## src/rtl/fp_accumulator_sequential.sv

```systemverilog
// Multi-cycle fp32 accumulator (truncating, no denormals) fed by the sequential multiplier.
// Optional accepted-operand counter enabled by defining FP_ACC_COUNT_EN.
module fp_accumulator_sequential (
    input  logic        clk,
    input  logic        rst,
    input  logic        clear,
    input  logic        in_valid,
    output logic        in_ready,
    input  logic [31:0] in_data,
    input  logic        in_overflow,
    output logic [31:0] acc_out,
    output logic        overflow,
    output logic        done
`ifdef FP_ACC_COUNT_EN
   ,output logic [15:0] count
`endif
);

    // UNPACK is the capture cycle after accept; it gives the 5+k accept-to-result latency.
    typedef enum logic [2:0] {
        S_IDLE,
        S_UNPACK,
        S_ALIGN,
        S_ADD,
        S_NORM,
        S_WRITE
    } state_t;

    state_t      state, state_nx;
    logic [31:0] opnd;
    logic        sa, sb;
    logic [7:0]  ea, eb;
    logic [23:0] ma, mb;
    logic        inf_flag, inf_sign;
    logic        sgn;
    logic [7:0]  exp;
    logic [24:0] sum;
    logic [31:0] res;
    logic        res_ovf;
    logic        accept;
    logic        norm_done;
    logic [7:0]  xa, xb, diff;
    logic [23:0] fa, fb;

    assign in_ready  = (state == S_IDLE);
    assign accept    = in_valid & in_ready & ~clear;
    assign xa        = acc_out[30:23];
    assign xb        = opnd[30:23];
    assign fa        = (xa != 8'd0) ? {1'b1, acc_out[22:0]} : '0;
    assign fb        = (xb != 8'd0) ? {1'b1, opnd[22:0]} : '0;
    assign diff      = ea - eb;
    assign norm_done = (sum == '0) | sum[24] | sum[23] | (exp <= 8'd1);

    always_ff @(posedge clk) begin
        if (rst || clear) state <= S_IDLE;
        else              state <= state_nx;
    end

    always_comb begin
        state_nx = state;
        case (state)
            S_IDLE:   if (accept) state_nx = S_UNPACK;
            S_UNPACK: state_nx = S_ALIGN;
            S_ALIGN:  state_nx = S_ADD;
            S_ADD:    state_nx = S_NORM;
            S_NORM:   if (norm_done) state_nx = S_WRITE;
            S_WRITE:  state_nx = S_IDLE;
            default:  state_nx = S_IDLE;
        endcase
    end

    always_ff @(posedge clk) begin
        if (rst || clear) begin
            acc_out  <= '0;
            overflow <= 1'b0;
            done     <= 1'b0;
        end else begin
            done <= (state == S_WRITE);
            if (accept && in_overflow) overflow <= 1'b1;
            if (state == S_WRITE) begin
                acc_out <= res;
                if (res_ovf) overflow <= 1'b1;
            end
        end
    end

    always_ff @(posedge clk) begin
        case (state)
            S_IDLE: if (accept) opnd <= in_data;
            S_UNPACK: begin
                // Operand with the larger exponent goes to the 'a' side.
                if (xb > xa) begin
                    sa <= opnd[31];    ea <= xb; ma <= fb;
                    sb <= acc_out[31]; eb <= xa; mb <= fa;
                end else begin
                    sa <= acc_out[31]; ea <= xa; ma <= fa;
                    sb <= opnd[31];    eb <= xb; mb <= fb;
                end
                inf_flag <= (xb == 8'hFF) | (xa == 8'hFF);
                inf_sign <= (xb == 8'hFF) ? opnd[31] : acc_out[31];
            end
            S_ALIGN: begin
                if (diff >= 8'd25) mb <= '0;
                else               mb <= mb >> diff;
            end
            S_ADD: begin
                exp <= ea;
                if (sa == sb) begin
                    sum <= {1'b0, ma} + {1'b0, mb};
                    sgn <= sa;
                end else if (ma >= mb) begin
                    sum <= {1'b0, ma} - {1'b0, mb};
                    sgn <= sa;
                end else begin
                    sum <= {1'b0, mb} - {1'b0, ma};
                    sgn <= sb;
                end
            end
            S_NORM: begin
                res_ovf <= 1'b0;
                if (sum == '0) begin
                    res <= '0;
                end else if (sum[24]) begin
                    if (exp == 8'hFE) begin
                        res     <= {sgn, 8'hFF, 23'h0};
                        res_ovf <= 1'b1;
                    end else begin
                        res <= {sgn, exp + 8'd1, sum[23:1]};
                    end
                end else if (!sum[23]) begin
                    if (exp <= 8'd1) begin
                        res <= '0;
                    end else begin
                        sum <= {sum[23:0], 1'b0};
                        exp <= exp - 8'd1;
                    end
                end else begin
                    res <= {sgn, exp, sum[22:0]};
                end
                if (inf_flag) begin
                    res     <= {inf_sign, 8'hFF, 23'h0};
                    res_ovf <= 1'b1;
                end
            end
            default: ;
        endcase
    end

`ifdef FP_ACC_COUNT_EN
    always_ff @(posedge clk) begin
        if (rst || clear)                    count <= '0;
        else if (accept && count != 16'hFFFF) count <= count + 16'd1;
    end
`endif

endmodule
```

## config.mk

```make
export PLATFORM = sky130hd
export DESIGN_NAME = fp_accumulator_sequential
export DESIGN_NICKNAME = d
export VERILOG_FILES = /design/src/rtl/fp_accumulator_sequential.sv
export SDC_FILE = /design/constraint.sdc
export NUM_CORES = 1
export LEC_CHECK = 0
export CAP_MARGIN = 20
export CORE_MARGIN = 2
export CORE_UTILIZATION = 50
export DETAILED_ROUTE_END_ITERATION = 8
export HOLD_SLACK_MARGIN = 0.03
export PLACE_DENSITY = 0.68
export SETUP_SLACK_MARGIN = 0.05
export SLEW_MARGIN = 10
export SYNTH_ARGS = -nofsm -noshare
export SYNTH_HDL_FRONTEND = slang
export SYNTH_SLANG_ARGS = --single-unit
```

## constraint.sdc

```tcl
create_clock -name clk -period 10.1 [get_ports clk]
set_clock_uncertainty 0.05 [all_clocks]
set_input_delay 1.01 -clock clk [delete_from_list [all_inputs] [get_ports clk]]
set_output_delay 1.01 -clock clk [all_outputs]
set_load 0.02 [all_outputs]
```

==> results of run 1 <==
Yosys cell counts, drive strengths merged (7+ instances only):
library cell / count
nor3: 24
o21ai: 112
nand2: 181
or3: 9
buf: 24
nand3: 27
a21boi: 7
dfxtp: 37
xnor2: 27
a22o: 23
nor4: 14
a221o: 7
clkbuf: 70
a31oi: 16
a22oi: 50
o2bb2ai: 7
o22ai: 14
mux4: 7
edfxtp: 167
or2: 14
o31ai: 12
a211oi: 22
o211ai: 14
mux2: 21
mux2i: 34
o21bai: 11
nor2b: 15
ha: 91
xor2: 9
nor2: 129
and3: 7
nand4: 14
inv: 102
a21o: 21
a21oi: 124
layer usage:
| layer | track usage | wire (um) | vias to the layer above |
|---|---|---|---|
| met5 | 0 | 0 | - |
| met1 | 0.453 | 20100 | 5934 |
| met3 | 0.0449 | 3970 | 90 |
| met4 | 0.0950 | 1450 | 0 |
| li1 | - | - | 5690 |
| met2 | 0.478 | 20700 | 648 |
report_power, final:
part	total, mW	internal, mW	switching [mW]	leakage [nW]
clock	0.827	0.462	0.365	0.357
sequential	0.941	0.926	0.0145	1.83
combinational	0.268	0.104	0.164	3.76
per-stage QoR:
stage,total power [mW],hold WS (ns),cell area [sq um],instances,utilization
floorplan,1.14,0.420,14200,1538,-
global placement,1.22,0.417,15100,1912,0.543
detailed placement,1.22,0.431,15100,1912,0.543
CTS,2.03,0.445,15900,1955,0.569
global route,2.10,0.462,15900,1957,0.570
finish,2.04,0.439,15900,1957,0.570
registers in the layout (all words and copies together), names as in the netlist, 3 cells and up:
| signal | cells |
|---|---|
| res | 32 |
| mb | 24 |
| state | 3 |
| eb | 8 |
| exp | 8 |
| ea | 8 |
| sum | 25 |
| opnd | 32 |
| acc_out | 32 |
| ma | 24 |
worst reg2reg max path, delay by kind of cell (launching register included):
kind	cells	cell delay (ns)
flip-flops	1	0.51
adder cells (fa/ha/maj)	1	0.66
multiplexers	1	0.11
AO/OA/AOI/OAI	3	1.30
AND/OR/NAND/NOR	3	1.24
worst max-delay path by stage:
stage	start	endpoint	slack, ns	cells past startpoint
after floorplan	state[0]$_SDFFE_PP0P_	mb[10]$_DFFE_PP_	4.83	4
after global placement	mb[20]$_DFFE_PP_	sum[23]$_DFFE_PP_	6.16	8
after detailed placement	mb[20]$_DFFE_PP_	sum[23]$_DFFE_PP_	6.11	8
after CTS	mb[18]$_DFFE_PP_	sum[11]$_DFFE_PP_	6.09	8
after global routing	mb[18]$_DFFE_PP_	sum[11]$_DFFE_PP_	5.72	8
final	mb[20]$_DFFE_PP_	sum[23]$_DFFE_PP_	5.99	8
layout make-up:
cell class                 instances  area, sq um
clock buffer                      33          664
inverter                         102          383
tap                              378          473
multi-input combinational       1137         7650
timing repair buffer              93          881
sequential                       204         5760
clock inverter                    10         68.8
fill                            2476        12000
cell families after synthesis:
kind of cell | Yosys count | share of synthesized area
flops | 204 | 0.406
mux | 62 | 0.0521
compound gates | 475 | 0.219
xor+xnor | 36 | 0.0222
simple gates | 469 | 0.155
buf+inv | 197 | 0.0603
fa+ha+maj | 95 | 0.0859
==> impl_metrics.ini, run 1 <==
[status]
status = completed

[final_layout]
drive_above_1_share = 0.0823
antenna_cells = 0
synthToLayoutAreaGrowth_pct = 11.9
nets = 1694
layout_common_cells = nand2_1 (181), edfxtp_1 (167), nor2_1 (126)
final_common_cell = nand2_1

[pwr]
power_leakage_nw = 5.95
power_density_nw_per_um2 = 128
peakVddDrop_uv = 127

[yosys]
syn-cell-area_sq_um = 14200
yosys.area.top_type = edfxtp_1
synth_cell_types = 88
synthCells = 1538
synthArstFlopShare = 0
synth_top_area_frac = 0.354
avgSynthCellArea_sq_um = 9.22
synth_edf_count = 167
synth_nets = 1670
synthTopCellsByArea = edfxtp_1 (35%), ha_1 (8.0%), dfxtp_1 (5.2%)
seq_area_frac_synth = 0.406
yosysWarningCount = 0
ys_ff_latch = 204
synth_top_flop_cell = edfxtp_1

[placement]
hpwl_um = 34200
routabilityCongestion = 0.983
place_ws_ns = 6.11
io_buffers = 71

[min_path]
holdPathStages = 2
min_to = overflow$_SDFF_PP0_
hp-class = reg2reg
min_from = overflow$_SDFF_PP0_

[setup_path]
arrival_ns = 4.35
start_kind = flop
path_delay_family = compound AO/OA/AOI/OAI gates
crit_slowest_cell = a21o_1
reg2reg_slack_ns = 5.99
critical_path.cell_chain = ha_1 > nand4_1 > nor4_2 > a21o_1 > o221ai_2 > a311oi_2 > mux2i_1 > or2_1
required_ns = 10.33
max_stage_delay_ns = 0.76
timing.rr.end = sum[23]$_DFFE_PP_
cp_num_buf_inv = 0
r2r_cells = 8
worstPathMaxFanout = 16
rr_startpoint = mb[20]$_DFFE_PP_
criticalPathCategory = reg2reg
cp-end-kind = flop

[sta]
relSlewSlack = 0.211
fin_crit_sh = 0.407
worst_slew_pin_slew_ns = 1.17
max_freq_mhz = 243
setup_viol = 0
fin_ws_ns = 5.99
setup_tns_ns = 0
period_needed_ns = 4.11
maxSlewViolCount = 0
finalHoldViolations = 0
rsz0062_at_grt = no

[cts]
tritoncts = built
cts_buffer_depth = 3
clk_latency_ns = 0.54
cts_root_buffer = clkbuf_16
ctsResizeCount = 0
path_clk_slew_ns = 0.06
cts_sinks = 204
post-cts-setup-buffer-count = 0
cts-htree-levels = 1
holdBufCountCts = 0
cts_buffers = 24

[grt]
grt-ovfl-total = 0
antenna_found_initial = 0
grt_max_degree = 46
globalRouteTotalUtil = 0.311
grt_pass1_vias = 11500
grt_pass1_wl_um = 69400

[drt]
vias_per_cell = 6.32
drtIter0Drc = 1385
post_drt_wl_per_cell_um = 23.6
drc = 0
drtAntennaViolNets = 0
routed_wl_um = 46200
vias = 12400
drtPass1Iterations = 5

[die]
rows = 61
fp.dieW_um = 172
die_area_sq_um = 29700
core-area_sq_um = 27900
io-pin-count = 72
initial_core_util = 0.509
die_h_um = 172

[job]
maxCapViolCount = 0
Note: power is estimated with default switching activity, not from simulation.
==> run 2: changes to the inputs <==
Clock period 10.1 ns to 3.83 ns, I/O delays scaled along.
==> run 2 against run 1 <==
Design area increased by 3.8%; power rose to 2.8 times the previous value; register-to-register slack worse by 5.7 ns; via count up 2.3%; setup slack got worse by 5.7 ns; die area unchanged; sequential power rose to 2.6 times the previous value; sequential share of layout area decreased by 1.3 points; core utilization grew 2.2 points; clock power grew to 3.0 times the previous value; maximum frequency increased by 15%; first-iteration DRC count fell by 3.3%; critical path type unchanged.
==> impl_metrics.ini, run 2 (same netlist as run 1, synthesis figures left out) <==
[cts]
clk_latency_ns = 0.54
cts-htree-levels = 1
tritoncts = built
cts_buffers = 24
post-cts-setup-buffer-count = 0
cts_root_buffer = clkbuf_16
holdBufCountCts = 0
cts_buffer_depth = 3
path_clk_slew_ns = 0.07
cts_sinks = 204

[pwr]
p_clk_frac = 0.434
power_leakage_nw = 6.29
seq_power_share = 0.435
intPower_mw = 4.22
p_switching_mw = 1.47
combPwrFrac = 0.131
peakVddDrop_uv = 326
power_density_nw_per_um2 = 346
sw_frac_of_total = 0.259

[drt]
wl_met3_um = 3870
top_layer = met4
wl_met1_um = 20800
post_drt_wl_per_cell_um = 23.7
vias = 12600
drtIter0Drc = 1339
drtAntennaViolNets = 0
drtPass1Iterations = 6
routed_wl_um = 47700
wl_met2_um = 21600
vias_per_cell = 6.27
drc = 0

[sta]
setup_tns_ns = 0
hold_ws_ns = 0.345
setup_viol = 0
max_freq_mhz = 279
period_needed_ns = 3.58
worst_slew_pin_slew_ns = 0.999
rsz0062_at_grt = no
maxSlewViolCount = 0
fin_crit_sh = 0.936
relSlewSlack = 0.333
finalHoldViolations = 0

[status]
status = completed

[final_layout]
layout_common_cells = nand2_1 (181), edfxtp_1 (167), nor2_1 (126)
nets = 1752
postLayoutCellArea_sq_um = 16500
drive_above_1_share = 0.118
final_common_cell = nand2_1
reg.largest.list = acc_out: 32 flops, opnd: 32 flops, res: 32 flops
stdcell_count = 2016
antenna_cells = 0
synthToLayoutAreaGrowth_pct = 16.2
multi_input_area_sq_um = 7670
seqCellArea_sq_um = 5760
fillers = 2413

[placement]
hpwl_um = 36200
place_inst = 1969
routabilityCongestion = 0.976
io_buffers = 71
placed_area_sq_um = 15600

[setup_path]
cp-startpoint = mb[13]$_DFFE_PP_
criticalPathCategory = reg2reg
cp-end-kind = flop
arrival_ns = 3.83
timing.rr.end = sum[23]$_DFFE_PP_
worstPathMaxFanout = 11
reg2reg_slack_ns = 0.25
rr_startpoint = mb[13]$_DFFE_PP_
required_ns = 4.08
r2r_cells = 11
start_kind = flop

[die]
io-pin-count = 72
core-area_sq_um = 27900
fp.dieW_um = 172
die_area_sq_um = 29700
rows = 61
initial_core_util = 0.509
die_h_um = 172

[min_path]
min_from = in_data[23]
hp-class = in2reg
min_to = opnd[23]$_DFFE_PP_
holdPathStages = 1

[grt]
grt-ovfl-total = 0
globalRouteTotalUtil = 0.322
grt_pass1_vias = 11800
grt_max_degree = 45
antenna_found_initial = 0
grt_pass1_wl_um = 71700

[job]
maxCapViolCount = 0
run 2: cell count changes in the layout (fill, tap and decap cells not counted), moves of 2 or more:
cell	change
buf_6	+2
buf_4	+56
clkinv_2	-2
bufinv_16	+4
inv_6	+2
buf_12	+2
clkbuf_8	-3
clkbuf_1	-4
run 2: through the flow:
step | util | worst slack, ns | power (mW)
global placement | 0.560 | 0.327 | 3.25
detailed placement | 0.560 | 0.285 | 3.25
finish | 0.591 | 0.246 | 5.69
CTS | 0.590 | 0.291 | 5.70
floorplan | - | 0.230 | 3.00
global route | 0.591 | 0.0681 | 5.85
run 2: worst max-delay path, cell delays in order, from the launching register on:
cell      delay (ns)
edfxtp_1        0.50
ha_1            0.53
and4_1          0.32
nand2_1         0.07
a2111o_1        0.41
nand3_2         0.18
a21o_1          0.17
buf_4           0.22
o221ai_2        0.15
a311oi_2        0.39
mux2i_1         0.12
or2_1           0.23
run 2: cell type report:
cell class / count / share of cell area
Clock buffer: 27 / 0.0384
Clock inverter: 17 / 0.0131
Multi-Input combinational cell: 1137 / 0.466
Inverter: 102 / 0.0232
Sequential cell: 204 / 0.349
Tap cell: 378 / 0.0287
Timing Repair Buffer: 151 / 0.0816
run 2: power by group through the flow:
stage	logic (mW)	clock network, mW	registers, mW
after floorplan	0.493	0	2.51
after global placement	0.724	0	2.52
after detailed placement	0.723	0	2.52
after CTS	0.729	2.49	2.48
after global routing	0.808	2.56	2.48
final	0.745	2.47	2.48
run 2: timing repair:
action                     4_1_cts  5_1_grt
hold endpoints to repair         0        0
gates resized for setup          0        1
setup endpoints to repair        0        4
run 2: worst max-delay path by stage:
stage / endpoint / cells past startpoint / slack (ns)
after global routing: sum[8]$_DFFE_PP_ / 11 / 0.07
final: sum[23]$_DFFE_PP_ / 11 / 0.25
after CTS: sum[23]$_DFFE_PP_ / 11 / 0.29
after global placement: sum[23]$_DFFE_PP_ / 11 / 0.33
after detailed placement: sum[23]$_DFFE_PP_ / 11 / 0.28
after floorplan: mb[10]$_DFFE_PP_ / 4 / 0.23
run 2: metal layers:
layer	up-vias	track usage
met5	-	0
met4	0	0.0965
met3	88	0.0476
met2	652	0.507
met1	6105	0.461
li1	5804	-
